## src/rtl/hazard_ctrl_if.sv

```systemverilog
// Hazard control bundle: pipeline-side hazard inputs and the resulting
// forwarding selects, stall/flush strobes and perf counters.
// master = pipeline side, slave = hazard_ctrl_unit.
interface hazard_ctrl_if #(
    parameter int ADDR_W  = 5,
    parameter int NUM_SRC = 2,
    parameter int CNT_W   = 16
);
    logic [NUM_SRC*ADDR_W-1:0] rs_d_addr;
    logic [NUM_SRC*ADDR_W-1:0] rs_e_addr;
    logic [ADDR_W-1:0]         rde_addr;
    logic [ADDR_W-1:0]         rdm_addr;
    logic [ADDR_W-1:0]         rdw_addr;
    logic [ADDR_W-1:0]         rdt_addr;
    logic                      reg_wr_en_e;
    logic                      reg_wr_en_m;
    logic                      reg_wr_en_w;
    logic                      reg_wr_en_t;
    logic                      mem_rd_e;
    logic                      br_taken_e;
    logic [NUM_SRC*2-1:0]      fwd_sel;
    logic                      stall_f;
    logic                      stall_d;
    logic                      flush_d;
    logic                      flush_e;
    logic [CNT_W-1:0]          stall_cnt;
    logic [CNT_W-1:0]          flush_cnt;

    modport master (
        output rs_d_addr, rs_e_addr, rde_addr, rdm_addr, rdw_addr, rdt_addr,
        output reg_wr_en_e, reg_wr_en_m, reg_wr_en_w, reg_wr_en_t,
        output mem_rd_e, br_taken_e,
        input  fwd_sel, stall_f, stall_d, flush_d, flush_e, stall_cnt, flush_cnt
    );

    modport slave (
        input  rs_d_addr, rs_e_addr, rde_addr, rdm_addr, rdw_addr, rdt_addr,
        input  reg_wr_en_e, reg_wr_en_m, reg_wr_en_w, reg_wr_en_t,
        input  mem_rd_e, br_taken_e,
        output fwd_sel, stall_f, stall_d, flush_d, flush_e, stall_cnt, flush_cnt
    );
endinterface

```

## src/rtl/hazard_ctrl_unit.sv

```systemverilog
// Hazard control unit: M/W/T operand forwarding, multi-cycle load-use stall
// FSM and branch-redirect flushing.
// Optional macro HAZARD_PERF_CNT_EN enables saturating stall/flush counters;
// without it the counter ports are tied to zero.
//
// state   | meaning
// --------+-------------------------------------------------------------
// S_IDLE  | no hazard in progress; a load-use hit here is bubble #1
// S_STALL | remaining load-use bubbles; cnt_q counts them down to 1
module hazard_ctrl_unit #(
    parameter int ADDR_W   = 5,
    parameter int NUM_SRC  = 2,
    parameter int LOAD_LAT = 1,
    parameter int CNT_W    = 16
) (
    input  logic         clk,
    input  logic         rst,
    hazard_ctrl_if.slave hif
);
    localparam int CNT_LW = (LOAD_LAT < 1) ? 1 : $clog2(LOAD_LAT + 1);

    localparam logic [0:0] S_IDLE  = 1'b0;
    localparam logic [0:0] S_STALL = 1'b1;

    logic [0:0]            state_q, state_d;
    logic [CNT_LW-1:0]     cnt_q, cnt_d;
    logic [ADDR_W-1:0]     rs_e_i;
    logic [NUM_SRC*2-1:0]  fwd_sel_c;
    logic                  lu;
    logic                  stall_c;
    logic                  flush_d_c;
    logic                  flush_e_c;

    // Per-source forwarding select, M beats W beats T; x0 never forwards
    always_comb begin
        fwd_sel_c = '0;
        rs_e_i    = '0;
        for (int i = 0; i < NUM_SRC; i++) begin
            rs_e_i = hif.rs_e_addr[i*ADDR_W +: ADDR_W];
            if (hif.reg_wr_en_m && (hif.rdm_addr != '0) && (rs_e_i == hif.rdm_addr))
                fwd_sel_c[2*i +: 2] = 2'b10;
            else if (hif.reg_wr_en_w && (hif.rdw_addr != '0) && (rs_e_i == hif.rdw_addr))
                fwd_sel_c[2*i +: 2] = 2'b01;
            else if (hif.reg_wr_en_t && (hif.rdt_addr != '0) && (rs_e_i == hif.rdt_addr))
                fwd_sel_c[2*i +: 2] = 2'b11;
        end
        if (rst)
            fwd_sel_c = '0;
    end

    // Load-use detect: a load in E writes a register that D is about to read
    always_comb begin
        lu = 1'b0;
        for (int i = 0; i < NUM_SRC; i++) begin
            if (hif.rs_d_addr[i*ADDR_W +: ADDR_W] == hif.rde_addr)
                lu = 1'b1;
        end
        lu = lu & hif.mem_rd_e & hif.reg_wr_en_e & (hif.rde_addr != '0);
    end

    // Stall FSM next-state and strobe decode; a taken branch wins over everything
    always_comb begin
        state_d   = state_q;
        cnt_d     = cnt_q;
        stall_c   = 1'b0;
        flush_d_c = 1'b0;
        flush_e_c = 1'b0;
        if (rst) begin
            state_d = S_IDLE;
            cnt_d   = '0;
        end else if (hif.br_taken_e) begin
            flush_d_c = 1'b1;
            flush_e_c = 1'b1;
            state_d   = S_IDLE;
            cnt_d     = '0;
        end else begin
            case (state_q)
                S_IDLE: begin
                    if (lu) begin
                        stall_c   = 1'b1;
                        flush_e_c = 1'b1;
                        if (LOAD_LAT > 1) begin
                            state_d = S_STALL;
                            cnt_d   = CNT_LW'(LOAD_LAT - 1);
                        end
                    end
                end
                S_STALL: begin
                    stall_c   = 1'b1;
                    flush_e_c = 1'b1;
                    cnt_d     = cnt_q - CNT_LW'(1);
                    if (cnt_q == CNT_LW'(1)) begin
                        state_d = S_IDLE;
                        cnt_d   = '0;
                    end
                end
                default: begin
                    state_d = S_IDLE;
                    cnt_d   = '0;
                end
            endcase
        end
    end

    // FSM state and bubble counter registers
    always_ff @(posedge clk) begin
        if (rst) begin
            state_q <= S_IDLE;
            cnt_q   <= '0;
        end else begin
            state_q <= state_d;
            cnt_q   <= cnt_d;
        end
    end

    assign hif.fwd_sel = fwd_sel_c;
    assign hif.stall_f = stall_c;
    assign hif.stall_d = stall_c;
    assign hif.flush_d = flush_d_c;
    assign hif.flush_e = flush_e_c;

`ifdef HAZARD_PERF_CNT_EN
    logic [CNT_W-1:0] stall_cnt_q, stall_cnt_d;
    logic [CNT_W-1:0] flush_cnt_q, flush_cnt_d;

    // Saturating event counters; stall_c is already low during reset
    always_comb begin
        stall_cnt_d = stall_cnt_q;
        flush_cnt_d = flush_cnt_q;
        if (stall_c && (stall_cnt_q != '1))
            stall_cnt_d = stall_cnt_q + CNT_W'(1);
        if (hif.br_taken_e && (flush_cnt_q != '1))
            flush_cnt_d = flush_cnt_q + CNT_W'(1);
    end

    // Counter registers
    always_ff @(posedge clk) begin
        if (rst) begin
            stall_cnt_q <= '0;
            flush_cnt_q <= '0;
        end else begin
            stall_cnt_q <= stall_cnt_d;
            flush_cnt_q <= flush_cnt_d;
        end
    end

    assign hif.stall_cnt = stall_cnt_q;
    assign hif.flush_cnt = flush_cnt_q;
`else
    assign hif.stall_cnt = '0;
    assign hif.flush_cnt = '0;
`endif
endmodule
```

## src/flat_wrapper.sv

```systemverilog
// flat-port wrapper written by rule: the top's interface ports become plain ports
module hazard_ctrl_unit_flat 
#(
    parameter int ADDR_W   = 5,
    parameter int NUM_SRC  = 2,
    parameter int LOAD_LAT = 1,
    parameter int CNT_W    = 16
)
  (clk, rst, hif_rs_d_addr, hif_rs_e_addr, hif_rde_addr, hif_rdm_addr, hif_rdw_addr, hif_rdt_addr, hif_reg_wr_en_e, hif_reg_wr_en_m, hif_reg_wr_en_w, hif_reg_wr_en_t, hif_mem_rd_e, hif_br_taken_e, hif_fwd_sel, hif_stall_f, hif_stall_d, hif_flush_d, hif_flush_e, hif_stall_cnt, hif_flush_cnt);
  hazard_ctrl_if #(.ADDR_W(ADDR_W), .NUM_SRC(NUM_SRC), .CNT_W(CNT_W)) hif_i ();
  input  logic clk;
  input  logic rst;
  input wire logic [$bits(hif_i.rs_d_addr)-1:0] hif_rs_d_addr;
  input wire logic [$bits(hif_i.rs_e_addr)-1:0] hif_rs_e_addr;
  input wire logic [$bits(hif_i.rde_addr)-1:0] hif_rde_addr;
  input wire logic [$bits(hif_i.rdm_addr)-1:0] hif_rdm_addr;
  input wire logic [$bits(hif_i.rdw_addr)-1:0] hif_rdw_addr;
  input wire logic [$bits(hif_i.rdt_addr)-1:0] hif_rdt_addr;
  input wire logic [$bits(hif_i.reg_wr_en_e)-1:0] hif_reg_wr_en_e;
  input wire logic [$bits(hif_i.reg_wr_en_m)-1:0] hif_reg_wr_en_m;
  input wire logic [$bits(hif_i.reg_wr_en_w)-1:0] hif_reg_wr_en_w;
  input wire logic [$bits(hif_i.reg_wr_en_t)-1:0] hif_reg_wr_en_t;
  input wire logic [$bits(hif_i.mem_rd_e)-1:0] hif_mem_rd_e;
  input wire logic [$bits(hif_i.br_taken_e)-1:0] hif_br_taken_e;
  output wire logic [$bits(hif_i.fwd_sel)-1:0] hif_fwd_sel;
  output wire logic [$bits(hif_i.stall_f)-1:0] hif_stall_f;
  output wire logic [$bits(hif_i.stall_d)-1:0] hif_stall_d;
  output wire logic [$bits(hif_i.flush_d)-1:0] hif_flush_d;
  output wire logic [$bits(hif_i.flush_e)-1:0] hif_flush_e;
  output wire logic [$bits(hif_i.stall_cnt)-1:0] hif_stall_cnt;
  output wire logic [$bits(hif_i.flush_cnt)-1:0] hif_flush_cnt;
  assign hif_i.rs_d_addr = hif_rs_d_addr;
  assign hif_i.rs_e_addr = hif_rs_e_addr;
  assign hif_i.rde_addr = hif_rde_addr;
  assign hif_i.rdm_addr = hif_rdm_addr;
  assign hif_i.rdw_addr = hif_rdw_addr;
  assign hif_i.rdt_addr = hif_rdt_addr;
  assign hif_i.reg_wr_en_e = hif_reg_wr_en_e;
  assign hif_i.reg_wr_en_m = hif_reg_wr_en_m;
  assign hif_i.reg_wr_en_w = hif_reg_wr_en_w;
  assign hif_i.reg_wr_en_t = hif_reg_wr_en_t;
  assign hif_i.mem_rd_e = hif_mem_rd_e;
  assign hif_i.br_taken_e = hif_br_taken_e;
  assign hif_fwd_sel = hif_i.fwd_sel;
  assign hif_stall_f = hif_i.stall_f;
  assign hif_stall_d = hif_i.stall_d;
  assign hif_flush_d = hif_i.flush_d;
  assign hif_flush_e = hif_i.flush_e;
  assign hif_stall_cnt = hif_i.stall_cnt;
  assign hif_flush_cnt = hif_i.flush_cnt;
  hazard_ctrl_unit #(.ADDR_W(ADDR_W), .NUM_SRC(NUM_SRC), .LOAD_LAT(LOAD_LAT), .CNT_W(CNT_W)) u_core (.clk(clk), .rst(rst), .hif(hif_i));
endmodule
```

## config.mk

```make
export PLATFORM = sky130hd
export DESIGN_NAME = hazard_ctrl_unit_flat
export DESIGN_NICKNAME = d
export VERILOG_FILES = /design/src/rtl/hazard_ctrl_if.sv /design/src/rtl/hazard_ctrl_unit.sv /design/src/flat_wrapper.sv
export SDC_FILE = /design/constraint.sdc
export NUM_CORES = 1
export LEC_CHECK = 0
export ABC_AREA = 1
export BUFFER_PORTS_ARGS = -buffer_cell sky130_fd_sc_hd__buf_2
export CORE_UTILIZATION = 36
export CTS_BUF_LIST = sky130_fd_sc_hd__clkbuf_4
export DETAILED_ROUTE_END_ITERATION = 10
export GPL_TIMING_DRIVEN = 0
export PLACE_DENSITY_LB_ADDON = 0.25
export SLEW_MARGIN = 25
export SYNTH_ARGS = -nofsm -noshare
export SYNTH_HDL_FRONTEND = slang
export SYNTH_SLANG_ARGS = --single-unit
```

## constraint.sdc

```tcl
create_clock -name clk -period 0.8 [get_ports clk]
set_input_delay 0.08 -clock clk [delete_from_list [all_inputs] [get_ports clk]]
set_output_delay 0.08 -clock clk [all_outputs]
set_load 0.005 [all_outputs]
```

# ---- After elaboration in Yosys (flattened, before gate mapping)
# Index checks and enable logic that the tools add are counted.
dict set report totals {
  reg_bits 2
  latch_bits 0
  ramBits 0
  mem_bits_ro 0
  output_inout_bits 40
  mem_count 0
}
dict set report classes {
  addsub 1
  mul 0
  div 0
  order_cmp 0
  eq_ne 8
  shift 0
  mux 19
  bitwise_logic 4
  n_reduce_logical 15
}
# cell count
set op_table {}
lappend op_table {{equality test 5 bit} 8}
lappend op_table {{nonzero test 5 bit} 4}
lappend op_table {{2-to-1 mux 2 bit} 6}
lappend op_table {{2-to-1 mux 1 bit} 11}
lappend op_table {{logical AND 1 bit} 9}
lappend op_table {{2-to-1 mux 4 bit} 1}
lappend op_table {{bitwise AND 1 bit} 3}
lappend op_table {{OR reduction 3 bit} 1}
lappend op_table {{case mux 1 bit (2 select lines)} 1}
lappend op_table {{OR reduction 2 bit} 1}
lappend op_table {{NOT 1 bit} 1}
lappend op_table {{subtractor 1 bit, second input constant} 1}

# ---- Longest topological paths before layout
# Gate-level depths: netlist (run 1).
dict set report depth {
  depth_word 10
  depth_mapped 10
}

# ---- Worst setup path before layout (run 1)
# No wires, ideal clock.
dict set report synth_path {
  kind {input-to-output}
  from {in hif_rde_addr[1]}
  to {out hif_stall_f}
  arrival_ns 0.801
  path_slack_ns -0.081
  stages 9
  path_buffers 1
  cell_sequence {inv_1 nand2_1 nand2_1 nor2_1 nand3_1 nand2_1 nand2_1 a21oi_1 buf_4}
}
dict set report synth_via {
  elab_chain_len 10
}
# item line_no
set synth_rtl {}
lappend synth_rtl {{from (decl)} flat_wrapper.sv:15} ;# input wire logic [$bits(hif_i.rde_addr)-1:0] hif_rde_addr;
lappend synth_rtl {{equality test 5 bit} hazard_ctrl_unit.sv:55} ;# if (hif.rs_d_addr[i*ADDR_W +: ADDR_W] == hif.rde_addr)
lappend synth_rtl {{2-to-1 mux 1 bit (2 in series)} hazard_ctrl_unit.sv:55}
lappend synth_rtl {{bitwise AND 1 bit (2 in series)} hazard_ctrl_unit.sv:58} ;# lu = lu & hif.mem_rd_e & hif.reg_wr_en_e & (hif.rde_addr != '0);
lappend synth_rtl {{bitwise AND 1 bit (*)} hazard_ctrl_unit.sv:58}
lappend synth_rtl {{2-to-1 mux 1 bit (*)} hazard_ctrl_unit.sv:79} ;# if (lu) begin
lappend synth_rtl {{case mux 1 bit (2 select lines) (*)} hazard_ctrl_unit.sv:77} ;# case (state_q)
lappend synth_rtl {{2-to-1 mux 1 bit (*)} hazard_ctrl_unit.sv:71} ;# end else if (hif.br_taken_e) begin
lappend synth_rtl {{2-to-1 mux 1 bit (*)} hazard_ctrl_unit.sv:68} ;# if (rst) begin
lappend synth_rtl {{to (decl)} flat_wrapper.sv:26} ;# output wire logic [$bits(hif_i.stall_f)-1:0] hif_stall_f;
# Mark *: on every way between the ends. The rest lies on a longest branch, timed or not.

# ---- Final worst setup path (run 1)
dict set report layout_path {
  from {in hif_rdw_addr[1]}
  to {out hif_fwd_sel[0]}
}
dict set report layout_via {
  elab_chain_len 6
}
# item line_no
set layout_rtl {}
lappend layout_rtl {{from (decl)} flat_wrapper.sv:17} ;# input wire logic [$bits(hif_i.rdw_addr)-1:0] hif_rdw_addr;
lappend layout_rtl {{nonzero test 5 bit} hazard_ctrl_unit.sv:42} ;# else if (hif.reg_wr_en_w && (hif.rdw_addr != '0) && (rs_e_i == hif.rdw_addr))
lappend layout_rtl {{logical AND 1 bit} hazard_ctrl_unit.sv:42}
lappend layout_rtl {{logical AND 1 bit (*)} hazard_ctrl_unit.sv:42}
lappend layout_rtl {{2-to-1 mux 2 bit (*)} hazard_ctrl_unit.sv:42}
lappend layout_rtl {{2-to-1 mux 2 bit (*)} hazard_ctrl_unit.sv:40} ;# if (hif.reg_wr_en_m && (hif.rdm_addr != '0) && (rs_e_i == hif.rdm_addr))
lappend layout_rtl {{2-to-1 mux 4 bit (*)} hazard_ctrl_unit.sv:47} ;# if (rst)
lappend layout_rtl {{to (decl)} flat_wrapper.sv:25} ;# output wire logic [$bits(hif_i.fwd_sel)-1:0] hif_fwd_sel;
# Marks and branches as above.

==> run metrics, run 1 <==
status complete, but fails checks; violated checks setup timing; r2r endpoint u_core.cnt_q; leakage power 1.049 nW; Residual DRC 0; max incr delay on CP 0.20 ns; Final Util 68.10%; Area Growth Syn to Fin 81.24%; Switching Share 35.21%; cell-internal power 0.7605 mW; Antenna diodes 0; area leader, netlist buf_4; Clk Latency, worst-skew pair 0.22 ns; fin nets 314; clk sinks 2; synthesized area 1027 um2; final setup fails 7; syn_area_per_cell 5.870 um2; Buf/Inv on CP 2; clock skew 0.0009264 ns; root buffer cell clkbuf_4; largest net degree at the start of global routing 5; CP startpoint kind input port; initial antenna violation count 0; wire per inst 9.458 um; Worst Setup End Kind output pin; core area 2734 um2; main area contributors after synthesis buf_4, xnor2_1, nand2_1; Die X-Extent 55.42 um; CP cell instances buf_6, xnor2_1, nand2_1, nor2_2, nand3_2, a21oi_2, buf_2; VDD IR-drop max 397.5 uV; Placed Area 1464 um2; Routed WL 2790 um; die area 3071 um2; sequential share of the synthesized area 3.898%; crit path to hif_fwd_sel[0]; cells after synthesis 175; Yosys top cell area share 24.12%; CTS buffer count 3; Tot GR Track Use 16.28%; sequential share of power 8.6%; Levels on crit path 7; CP max stage cell xnor2_1; GRT overflow 0; type of the worst min-delay path input port to flop; Req. time, crit path 0.72 ns; NetSw 0.4133 mW; Vias/cell 4.051; delay-heaviest family, CP simple AND/OR/NAND/NOR gates; first-pass GRT wire length 4202 um; Period minus WS final 1.087 ns; clock power share 18.5%; GP Congestion 0.7738; Core Rows 19; RSZ-0062 raised after global routing yes; PnR Total Power 1.174 mW; Longest Clk Path Bufs 2; WS Path Type input port to output pin; dpl hpwl 2059 um; 1st-iter DRT viols 28; share of cells above drive strength 1 49.24%; Yosys cell types 18; design area 1862 um2; PnR worst setup slack -0.2872 ns; Reg2Reg Depth 3; Hold Vio Cnt, Final 0; Synth Warn # 0; Max Slew Vio Count 0; Yosys reg bits 2; R2R setup slack 0.03 ns; H-tree levels 1; Initial Util 37.57%; Max Freq 0.9198 GHz; logic gate share of total power 72.9%; vias 1195; Inst Count DP 292; Worst Path Arrival 1.01 ns; Port Buffers 55; Max Cap Violations 0; CTS tree yes; maximum fanout along the worst path 3; Detail Route Antenna Nets 0; Die Span Y 55.42 um; vias in the first global route 1068; Setup TNS -1.573 ns; Crit. Startpoint hif_rdw_addr[1]; Pre-antenna DRT Iters 4; final std cells w/o fill 295; worst reg2reg startpoint u_core.state_q; IO Pins 88; Pwr Density 630.4 nW/um2; Worst-path clk slew 0.03 ns; period utilisation layout 135.9%
[what timing repair did]
item | CTS | global route
hold buffers | 0 | 0
gates cloned | 0 | 0
gates resized for setup | 62 | 40
endpoints found under the setup margin | 9 | 7
pin swaps | 28 | 24
buffers inserted | 0 | 0
[power by group through the flow]
stage	combinational, mW	sequential [mW]	clock [mW]
floorplan	0.407	0.102	0
global placement	0.632	0.102	0
detailed placement	0.637	0.102	0
CTS	0.761	0.101	0.228
global route	0.929	0.100	0.231
finish	0.856	0.101	0.217
[flip-flops by register name (all words and copies together) (netlist names)]
name,cells
u_core.state_q,1
u_core.cnt_q,1
[kinds of logic (layout without fill, tap and decap cells)]
logic type / count (synthesis) / count (layout) / synth area share (%)
and+or+nand+nor: 78 / 78 / 32.89
AOI/OAI and AO/OA: 7 / 7 / 3.410
buffers and inverters: 55 / 113 / 32.16
xor gates and xnor gates: 32 / 32 / 27.28
DFF: 2 / 2 / 3.898
other: 1 / 32 / 0.3651
[tightest hold or removal path: cells and delay by family]
family	cells	cell delay [ns]
buffers and inverters	2	0.11
and+or+nand+nor	1	0.12
AOI/OAI and AO/OA	1	0.04
[stage by stage]
step           hold WS, ns  worst slack [ns]
2_1_floorplan       0.1876          -0.03607
3_3_place_gp        0.4006           -0.3115
3_5_place_dp        0.4056           -0.3115
4_1_cts             0.1682           -0.2303
5_1_grt             0.2094           -0.3644
6_report            0.1818           -0.2872
[cell usage after synthesis (all sizes together)]
master / count
nand2: 42
buf: 33
xnor2: 24
inv: 22
nor2: 20
nand3: 8
xor2: 8
a21oi: 6
nor3: 3
dfxtp: 2
nand3b: 2
nand4: 2
conb: 1
o21ai: 1
or2: 1
[how the worst min path moves through the flow]
stage	endpoint	slack, ns	startpoint	cells after the start
floorplan	hif_fwd_sel[1]	0.19	rst	1
global placement	u_core.cnt_q	0.40	hif_br_taken_e	4
detailed placement	u_core.cnt_q	0.41	hif_br_taken_e	4
CTS	u_core.state_q	0.17	hif_br_taken_e	4
global route	u_core.cnt_q	0.21	hif_br_taken_e	4
finish	u_core.cnt_q	0.18	hif_br_taken_e	4
[placed cells by master, fill, tap and decap left out, types with 2 or more instances in the layout]
master / netlist / layout
nand3_2: 0 / 2
nor2_1: 20 / 15
a21oi_2: 0 / 4
nand2_2: 1 / 8
inv_4: 0 / 2
inv_2: 0 / 3
a21oi_1: 6 / 2
xnor2_1: 24 / 15
conb_1: 1 / 32
inv_1: 22 / 17
nor2_2: 0 / 4
buf_8: 0 / 10
nor3_2: 2 / 2
nand3_1: 8 / 6
buf_4: 33 / 33
nand2_1: 41 / 34
xnor2_2: 0 / 9
buf_2: 0 / 25
clkbuf_4: 0 / 3
xor2_1: 8 / 8
nand4_1: 2 / 2
buf_6: 0 / 19
[final cells by class]
| class | instances | area (um2) |
|---|---|---|
| inverters | 22 | 87.58 |
| well taps | 31 | 38.79 |
| fillers | 227 | 872.1 |
| flip-flops and latches | 2 | 41.29 |
| plain buffers | 33 | 247.7 |
| repair buffers | 55 | 509.2 |
| clock buffers | 3 | 22.52 |
| multi-input cells | 149 | 914.6 |
[layer usage]
layer	part of all wire (%)	GRT usage, %	vias to the layer above	wire, um
li1	-	-	645	-
met1	38	17.99	494	1048
met2	55	31.84	52	1540
met3	5.6	0.7026	4	156
met4	1.6	6.786	0	44
met5	0	0	-	0
No activity file was read; power rests on OpenSTA's default activity.
==> run 2, diff against run 1 <==
Clock period 0.8 ns to 1 ns, I/O delays scaled along.
==> run 2 against run 1 <==
Net effect:
- power down 15%
- the run still ends with setup timing left
- largest power group unchanged
- first-iteration DRC count increased by 43%
- sequential share of layout area fell by 0.15 points
- utilization up 2.9 points
- critical endpoint is now hif_fwd_sel[3]
- register-to-register slack better by 0.13 ns
- hold slack better by 0.027 ns
==> run metrics, run 2 (synthesis gave the netlist of run 1 again) <==
Placed Area 1458 um2; NetSw 0.3683 mW; initial antenna violation count 0; Worst Path Arrival 1.03 ns; WS Path Type input port to output pin; sequential share of power 8.1%; leakage power 1.081 nW; Antenna diodes 0; fillcell total 239; CP startpoint kind input port; max incr delay on CP 0.19 ns; violated checks setup timing; root buffer cell clkbuf_4; postcts setup bufs 0; Switching Share 36.85%; Inst Count DP 292; Buf/Inv on CP 2; Area Growth Syn to Fin 88.92%; Worst-path clk slew 0.03 ns; CP cell instances buf_2, xnor2_1, nand2_1, nor2_1, nand4_1, a21oi_1, buf_2; clock skew 0.0008941 ns; Hold Vio Cnt, Final 0; Detail Route Antenna Nets 0; clock power share 17.3%; Setup TNS -0.5393 ns; PnR Total Power 0.9992 mW; GRT overflow 0; final std cells w/o fill 295; Longest Clk Path Bufs 2; Port Buffers 55; period utilisation layout 113.1%; die area 3071 um2; fin nets 314; Max Freq 0.8838 GHz; sequential cell area 40.04 um2; Vias/cell 4.159; Worst path most repeated cell buf_2; Die X-Extent 55.42 um; H-tree levels 1; final setup fails 7; commonest non-fill, non-tap cell in the layout buf_4; wire per inst 10.57 um; Core Rows 19; Die Span Y 55.42 um; Routed WL 3119 um; 1st-iter DRT viols 40; RSZ-0062 raised after global routing yes; CTS Hold Bufs 0; CTS buffer count 3; Tot GR Track Use 18.06%; Max Slew Vio Count 0; share of cells above drive strength 1 53.41%; Period minus WS final 1.131 ns; most frequent cells in the layout buf_4, conb_1, nand2_1; Worst Setup End Kind output pin; Pre-antenna DRT Iters 4; type of the worst min-delay path input port to flop; design area 1941 um2; VDD IR-drop max 472.2 uV; dpl hpwl 2071 um; first-pass GRT wire length 4505 um; cell-internal power 0.6310 mW; Clk Latency, worst-skew pair 0.22 ns; CTS tree yes; maximum fanout along the worst path 3; GP Congestion 0.7361; Req. time, crit path 0.90 ns; status complete, but fails checks; WHS 0.2087 ns; largest net degree at the start of global routing 5; PnR worst setup slack -0.1315 ns; Residual DRC 0; vias 1227; Initial Util 37.57%; delay-heaviest family, CP simple AND/OR/NAND/NOR gates; Pwr Density 514.9 nW/um2; IO Pins 88; clk sinks 2; largest registers u_core.cnt_q x1, u_core.state_q x1; logic gate share of total power 74.7%; footprint of the multi-input gates 1006 um2; CP max stage cell xnor2_1; vias in the first global route 1064; Max Cap Violations 0; core area 2734 um2
==> run 2: cell counts in the layout (fill, tap and decap cells not counted) <==
No cell type changed its count.
==> run 2: layout make-up <==
class	instances	share of cell area, %
clock buffer	3	1.161
inverter	22	4.513
multi-input combinational	149	51.84
buffer	33	12.77
sequential	2	2.063
tap	31	1.999
timing repair buffer	55	25.66
==> run 2: worst reg2reg max path, stage by stage, from the launching register on <==
cell     delay [ns]
dfxtp_1        0.29
inv_1          0.07
or2_2          0.29
a21oi_1        0.12
==> run 2: worst paths after layout <==
path	from	cells after the start	slack [ns]	end
max	hif_rdm_addr[0]	7	-0.13	hif_fwd_sel[3]
min	hif_br_taken_e	4	0.21	u_core.cnt_q
max reg2reg	u_core.state_q	3	0.16	u_core.cnt_q
min reg2reg	u_core.cnt_q	2	0.46	u_core.cnt_q
==> run 2: power groups by stage <==
stage / clock, mW / sequential [mW] / combinational [mW]
after floorplan: 0 / 0.0814 / 0.325
after global placement: 0 / 0.0814 / 0.503
after detailed placement: 0 / 0.0814 / 0.506
after CTS: 0.183 / 0.0804 / 0.609
after global routing: 0.188 / 0.0804 / 0.807
final: 0.173 / 0.0805 / 0.746
==> run 2: per-layer routing <==
layer	vias up	global-route usage (%)	wire [um]
met5	-	0	0
met4	0	2.143	87
met3	8	3.044	186
met2	56	36.32	1802
met1	516	19.88	1043
li1	647	-	-
==> run 2: through the flow <==
step	util, %	setup WS [ns]
6_report	70.98	-0.1315
3_3_place_gp	53.32	-0.1635
3_5_place_dp	53.32	-0.1684
4_1_cts	62.61	-0.1120
2_1_floorplan	-	0.07926
5_1_grt	70.98	-0.1937
==> run 2: repair_timing <==
| action | CTS | global route |
|---|---|---|
| resized for setup | 54 | 59 |
| endpoints found under the setup margin | 7 | 7 |
| pin swaps | 29 | 37 |
